`src/rtl/sipo_pkg.sv`:
```
// Shared definitions for the serial-in/parallel-out deframer: state encoding,
// WIDTH limits and the parity helper used when SIPO_PARITY_EN is defined.
package sipo_pkg;

   typedef enum logic [1:0] {
      S_IDLE  = 2'd0,
      S_SHIFT = 2'd1,
      S_PAR   = 2'd2,
      S_HOLD  = 2'd3
   } state_e;

   localparam int WIDTH_MIN = 2;
   localparam int WIDTH_MAX = 32;

   // Widest possible data word plus its parity bit, zero-extended.
   typedef logic [WIDTH_MAX:0] par_vec_t;

   // Even-parity check: 1 when the vector holds an odd number of ones.
   function automatic logic par_err_f(input par_vec_t v);
      return ^v;
   endfunction

endpackage

```
`src/rtl/sipo_bit_counter.sv`:
```
// Bit counter for the deframer: synchronous clear wins over increment, and
// `last` flags the final data bit of a frame (count == WIDTH-1).
module sipo_bit_counter #(
   parameter  int WIDTH = 8,
   localparam int CNT_W = $clog2(WIDTH + 1)
) (
   input  logic             clk,
   input  logic             rest,
   input  logic             clr,
   input  logic             inc,
   output logic [CNT_W-1:0] count,
   output logic             last
);

   logic [CNT_W-1:0] count_q;
   logic [CNT_W-1:0] count_d;

   // Next count: clear has priority, otherwise step on each accepted bit.
   always_comb begin
      count_d = count_q;
      if (clr) begin
         count_d = '0;
      end else if (inc) begin
         count_d = count_q + CNT_W'(1);
      end else begin
         count_d = count_q;
      end
   end

   // Count register.
   always_ff @(posedge clk or posedge rest) begin
      if (rest) begin
         count_q <= '0;
      end else begin
         count_q <= count_d;
      end
   end

   assign count = count_q;
   assign last  = (count_q == CNT_W'(WIDTH - 1));

endmodule

```
`src/rtl/sipo_deframer.sv`:
```
// Framed serial-to-parallel deframer, LSB first, with valid/ready output and a
// sticky overrun flag. Define SIPO_PARITY_EN to add a trailing even-parity bit.
module sipo_deframer
   import sipo_pkg::*;
#(
   parameter int WIDTH = 8
) (
   input  logic             clk,
   input  logic             rest,
   input  logic             din,
   input  logic             din_en,
   input  logic             start,
   input  logic             out_ready,
   output logic [WIDTH-1:0] out_data,
   output logic             out_valid,
   output logic             busy,
   output logic             overrun,
   output logic             parity_err
);

   localparam int CNT_W = $clog2(WIDTH + 1);

   state_e           state_q, state_d;
   logic [WIDTH-1:0] shreg_q, shreg_d;
   logic [WIDTH-1:0] data_q,  data_d;
   logic             valid_q, valid_d;
   logic             ovr_q,   ovr_d;
   logic             perr_q,  perr_d;
   logic             cnt_clr_s, cnt_inc_s, cnt_last_s;
   logic             step_s;
   logic [CNT_W-1:0] cnt_s;
   logic [WIDTH-1:0] shifted_s;

   assign shifted_s = {din, shreg_q[WIDTH-1:1]};

   sipo_bit_counter #(.WIDTH(WIDTH)) u_cnt (
      .clk   (clk),
      .rest  (rest),
      .clr   (cnt_clr_s),
      .inc   (cnt_inc_s),
      .count (cnt_s),
      .last  (cnt_last_s)
   );

   // Next-state, datapath and flag updates for the frame FSM.
   always_comb begin
      state_d   = state_q;
      shreg_d   = shreg_q;
      data_d    = data_q;
      ovr_d     = ovr_q;
      perr_d    = perr_q;
      cnt_clr_s = 1'b0;
      step_s    = 1'b0;
      case (state_q)
         S_IDLE: begin
            if (start) begin
               state_d   = S_SHIFT;
               shreg_d   = '0;
               cnt_clr_s = 1'b1;
            end else begin
               state_d   = S_IDLE;
            end
         end
         S_SHIFT: begin
            // A fresh start discards the partial word and beats any data bit.
            if (start) begin
               shreg_d   = '0;
               cnt_clr_s = 1'b1;
            end else if (din_en) begin
               shreg_d = shifted_s;
               step_s  = 1'b1;
               if (cnt_last_s) begin
`ifdef SIPO_PARITY_EN
                  state_d = S_PAR;
`else
                  state_d = S_HOLD;
                  data_d  = shifted_s;
`endif
               end else begin
                  state_d = S_SHIFT;
               end
            end else begin
               state_d = S_SHIFT;
            end
         end
`ifdef SIPO_PARITY_EN
         S_PAR: begin
            if (start) begin
               state_d   = S_SHIFT;
               shreg_d   = '0;
               cnt_clr_s = 1'b1;
            end else if (din_en) begin
               state_d = S_HOLD;
               data_d  = shreg_q;
               perr_d  = par_err_f(par_vec_t'({shreg_q, din}));
            end else begin
               state_d = S_PAR;
            end
         end
`endif
         S_HOLD: begin
            // Bits arriving while a word is held are dropped and recorded.
            if (din_en) begin
               ovr_d = 1'b1;
            end else begin
               ovr_d = ovr_q;
            end
            if (out_ready) begin
               perr_d = 1'b0;
               if (start) begin
                  state_d   = S_SHIFT;
                  shreg_d   = '0;
                  cnt_clr_s = 1'b1;
               end else begin
                  state_d   = S_IDLE;
               end
            end else begin
               state_d = S_HOLD;
            end
         end
         default: begin
            state_d = S_IDLE;
         end
      endcase
      valid_d = (state_d == S_HOLD);
   end

   // Saturating guard keeps the counter inside its range even on a bad frame.
   assign cnt_inc_s = step_s && (cnt_s != CNT_W'(WIDTH));

   // State, shift register, output word and status flags.
   always_ff @(posedge clk or posedge rest) begin
      if (rest) begin
         state_q <= S_IDLE;
         shreg_q <= '0;
         data_q  <= '0;
         valid_q <= 1'b0;
         ovr_q   <= 1'b0;
         perr_q  <= 1'b0;
      end else begin
         state_q <= state_d;
         shreg_q <= shreg_d;
         data_q  <= data_d;
         valid_q <= valid_d;
         ovr_q   <= ovr_d;
         perr_q  <= perr_d;
      end
   end

   assign out_data  = data_q;
   assign out_valid = valid_q;
   assign overrun   = ovr_q;
   assign busy      = (state_q != S_IDLE);
`ifdef SIPO_PARITY_EN
   assign parity_err = perr_q;
`else
   assign parity_err = 1'b0;
`endif

endmodule

```
`config.mk`:
```
export PLATFORM = sky130hd
export DESIGN_NAME = sipo_deframer
export DESIGN_NICKNAME = d
export VERILOG_FILES = /design/src/rtl/sipo_pkg.sv /design/src/rtl/sipo_bit_counter.sv /design/src/rtl/sipo_deframer.sv
export SDC_FILE = /design/constraint.sdc
export NUM_CORES = 1
export LEC_CHECK = 0
export ABC_AREA = 0
export ABC_CLOCK_PERIOD_IN_PS = 2190
export CORE_UTILIZATION = 40
export DETAILED_ROUTE_END_ITERATION = 12
export PLACE_DENSITY_LB_ADDON = 0.12
export SLEW_MARGIN = 20
export SYNTH_ARGS = -nofsm -noshare
export SYNTH_HDL_FRONTEND = slang
export SYNTH_HIERARCHICAL = 1
export SYNTH_SLANG_ARGS = --single-unit
```
`constraint.sdc`:
```
create_clock -name clk -period 2.19 [get_ports clk]
set_input_delay 0.438 -clock clk [delete_from_list [all_inputs] [get_ports clk]]
set_output_delay 0.438 -clock clk [all_outputs]
set_load 0.01 [all_outputs]
```
==> impl_metrics.py <==
metrics = {
    "place": {
        "place.gp.congestion": 0.751,
        "port_buffers": 16,
        "post-place-ws_ns": 0.178,
        "place_inst": 120,
        "dpl.hpwl_um": 1130,
    },
    "timing": {
        "finClkSkew_ns": 0.00207,
        "whs_ns": 0.342,
        "hold_viol": 0,
        "min_period_ns": 2.02,
        "setup_violations": 0,
        "fmax_ghz": 0.496,
        "slew_violations": 0,
        "setup-tns-final_ns": 0,
        "layout_setup_ws_ns": 0.172,
        "fin_crit_sh": 0.921,
        "rsz0062_at_grt": "false",
    },
    "floorplanning": {
        "core_area_mm2": 0.00232,
        "die-height_um": 52.7,
        "die_w_um": 52.7,
        "io_pins": 18,
        "die-area_mm2": 0.00277,
        "row_count": 17,
        "initial_core_util": 0.443,
    },
    "clock_network": {
        "cts_sinks": 23,
        "cts_buffers": 3,
        "clockBufferDepth": 2,
        "path_clk_slew_ns": 0.12,
        "cts_tree": "yes",
        "holdBufCountCts": 0,
        "cts-htree-levels": 1,
        "clk_latency_ns": 0.31,
        "cts_resized": 0,
        "cts_setup_buffers": 0,
        "cts-root-buf": "clkbuf_4",
    },
    "routing": {
        "dr_total_vias": 636,
        "ant_nets": 0,
        "avgViaCountPerCell": 5.13,
        "drc": 0,
        "drt-initial-drc-count": 14,
        "first_pass_iters": 4,
        "wirelength_um": 1610,
        "routedWlPerCell_um": 13.0,
    },
    "synthesis": {
        "ys_seq_area_frac": 0.560,
        "synth_cell_types": 26,
        "syn_nets": 83,
        "ys_ff_latch": 23,
        "synth_area_leaders": "dfrtp_1 56%, mux2_4 13%, a22o_2 6.8%",
        "syn-instance-count": 76,
        "netlist_area_mm2": 0.00103,
        "avgSynthCellArea_um2": 13.5,
        "synth_top_area_share": 0.560,
        "yosysWarnings": 6,
        "yosysTopAreaCell": "dfrtp_1",
    },
    "flow_run": {
        "maxCapViolCount": 0,
    },
    "critical_path": {
        "start_kind": "flip-flop",
        "crit_buf_inv": 1,
        "cp.arrival_ns": 1.58,
        "critical_path_required_ns": 1.75,
        "cpPeakStageDelay_ns": 0.48,
        "crit_chain": "or2_2 > clkdlybuf4s50_1",
        "critPathMaxFanout": 7,
        "critical-path-top-delay-family": "buffers and inverters",
        "crit_type": "reg -> out",
        "cp-end-kind": "output port",
        "crit_slowest_cell": "clkdlybuf4s50_1",
    },
    "power_and_ir_drop": {
        "pwr-share-clk": 0.288,
        "swShare": 0.235,
        "switchingPower_mw": 0.161,
        "powerDensity_mw_per_mm2": 549,
        "p_leak_nw": 0.605,
        "vdd_drop_max_uv": 282,
        "p_comb_frac": 0.076,
        "p_int_mw": 0.523,
        "p_seq_frac": 0.637,
    },
    "final_layout": {
        "seq_area_um2": 576,
        "syn_to_final_growth_pct": 21.3,
        "antennaDiodeCount": 0,
        "finish.utilization": 0.538,
        "num-nets-final": 104,
        "multi_input_area_um2": 410,
        "drive_gt1_frac": 0.292,
        "fillCellCount": 215,
        "fin_cells": 124,
    },
    "global_route": {
        "antenna_found_initial": 0,
        "grt_util_all_layers": 0.150,
        "grt.overflow.total": 0,
        "grt_max_degree": 20,
        "grt_pass1_wl_um": 2880,
        "grt_pass1_vias": 627,
    },
    "min_path": {
        "hp-class": "in -> async",
    },
    "status": {
        "outcome": "finished clean",
    },
}
[power groups by stage]
stage | registers, mW | logic, mW | clock network (mW)
2_1_floorplan | 0.443 | 0.0311 | 0
3_3_place_gp | 0.443 | 0.0521 | 0
3_5_place_dp | 0.443 | 0.0527 | 0
4_1_cts | 0.435 | 0.0526 | 0.212
5_1_grt | 0.436 | 0.0585 | 0.231
6_report | 0.435 | 0.0518 | 0.197
[Yosys cell counts (all sizes together)]
cell type  instances
dfrtp             23
mux2               9
a22o               7
nor2               5
inv                4
nand2              4
a21oi              3
buf                3
o21ai              3
a21bo              1
a21boi             1
a31o               1
and4bb             1
conb               1
ha                 1
mux2i              1
nand3              1
nand3b             1
nand4              1
nor2b              1
o21a               1
o41a               1
or2                1
xnor2              1
[layout make-up]
class | instances | share of cell area
multi-input cells | 46 | 0.329
clock buffers | 3 | 0.0181
flip-flops and latches | 23 | 0.462
well taps | 28 | 0.0281
clock inverters | 1 | 0.00402
inverters | 4 | 0.0120
repair buffers | 19 | 0.147
[per-stage QoR]
stage	power, mW	area (µm²)
after floorplan	0.474	1030
after global placement	0.495	1220
after detailed placement	0.496	1220
after CTS	0.700	1250
after global routing	0.726	1250
final	0.684	1250
[kinds of logic after synthesis]
group           share of synthesized area
flops                               0.560
compound gates                      0.143
simple gates                       0.0914
mux                                 0.141
buf+inv                            0.0402
fa+ha+maj                          0.0122
other cells                       0.00365
xor+xnor                          0.00853
[state kept, by name, summed over array words and instances, names as in the netlist]
name,flops
u_cnt/count,4
out_data,8
out_valid,1
overrun,1
state_q,2
shreg_q,7
[routing by layer]
layer / wire length, µm / up-vias / GRT usage
met3: 72 / 4 / 0.0464
met1: 821 / 303 / 0.195
met2: 688 / 19 / 0.215
met5: 0 / - / 0
li1: - / 310 / -
met4: 31 / 0 / 0.0921
[final timing paths]
kind	start	endpoint	slack, ns	depth (start not counted)
hold reg to reg	overrun	overrun	0.49	1
setup reg to reg	u_cnt/count[1]	u_cnt/count[3]	0.65	3
max in group asynchronous	rest	shreg_q[2]	1.54	3
setup / recovery	state_q[1]	busy	0.17	2
min in group clk	overrun	overrun	0.49	1
hold / removal	rest	u_cnt/count[2]	0.34	2
[placed cells by master (no fill, tap or decap)]
| master | instances |
|---|---|
| nand2_1 | 3 |
| mux2_4 | 9 |
| ha_1 | 1 |
| and4bb_1 | 1 |
| nor2b_1 | 1 |
| dfrtp_1 | 23 |
| a21bo_2 | 1 |
| clkdlybuf4s50_1 | 16 |
| mux2i_1 | 1 |
| nand3_1 | 1 |
| xnor2_1 | 1 |
| a21oi_1 | 3 |
| inv_1 | 4 |
| clkbuf_4 | 3 |
| o21a_1 | 1 |
| nand2_8 | 1 |
| o21ai_0 | 3 |
| conb_1 | 1 |
| nand3b_1 | 1 |
| clkinv_2 | 1 |
| a22o_2 | 7 |
| a31o_2 | 1 |
| or2_2 | 1 |
| o41a_2 | 1 |
| a21boi_0 | 1 |
| nor2_1 | 5 |
| buf_4 | 3 |
| nand4_1 | 1 |
No activity file was read; power rests on OpenSTA's default activity.
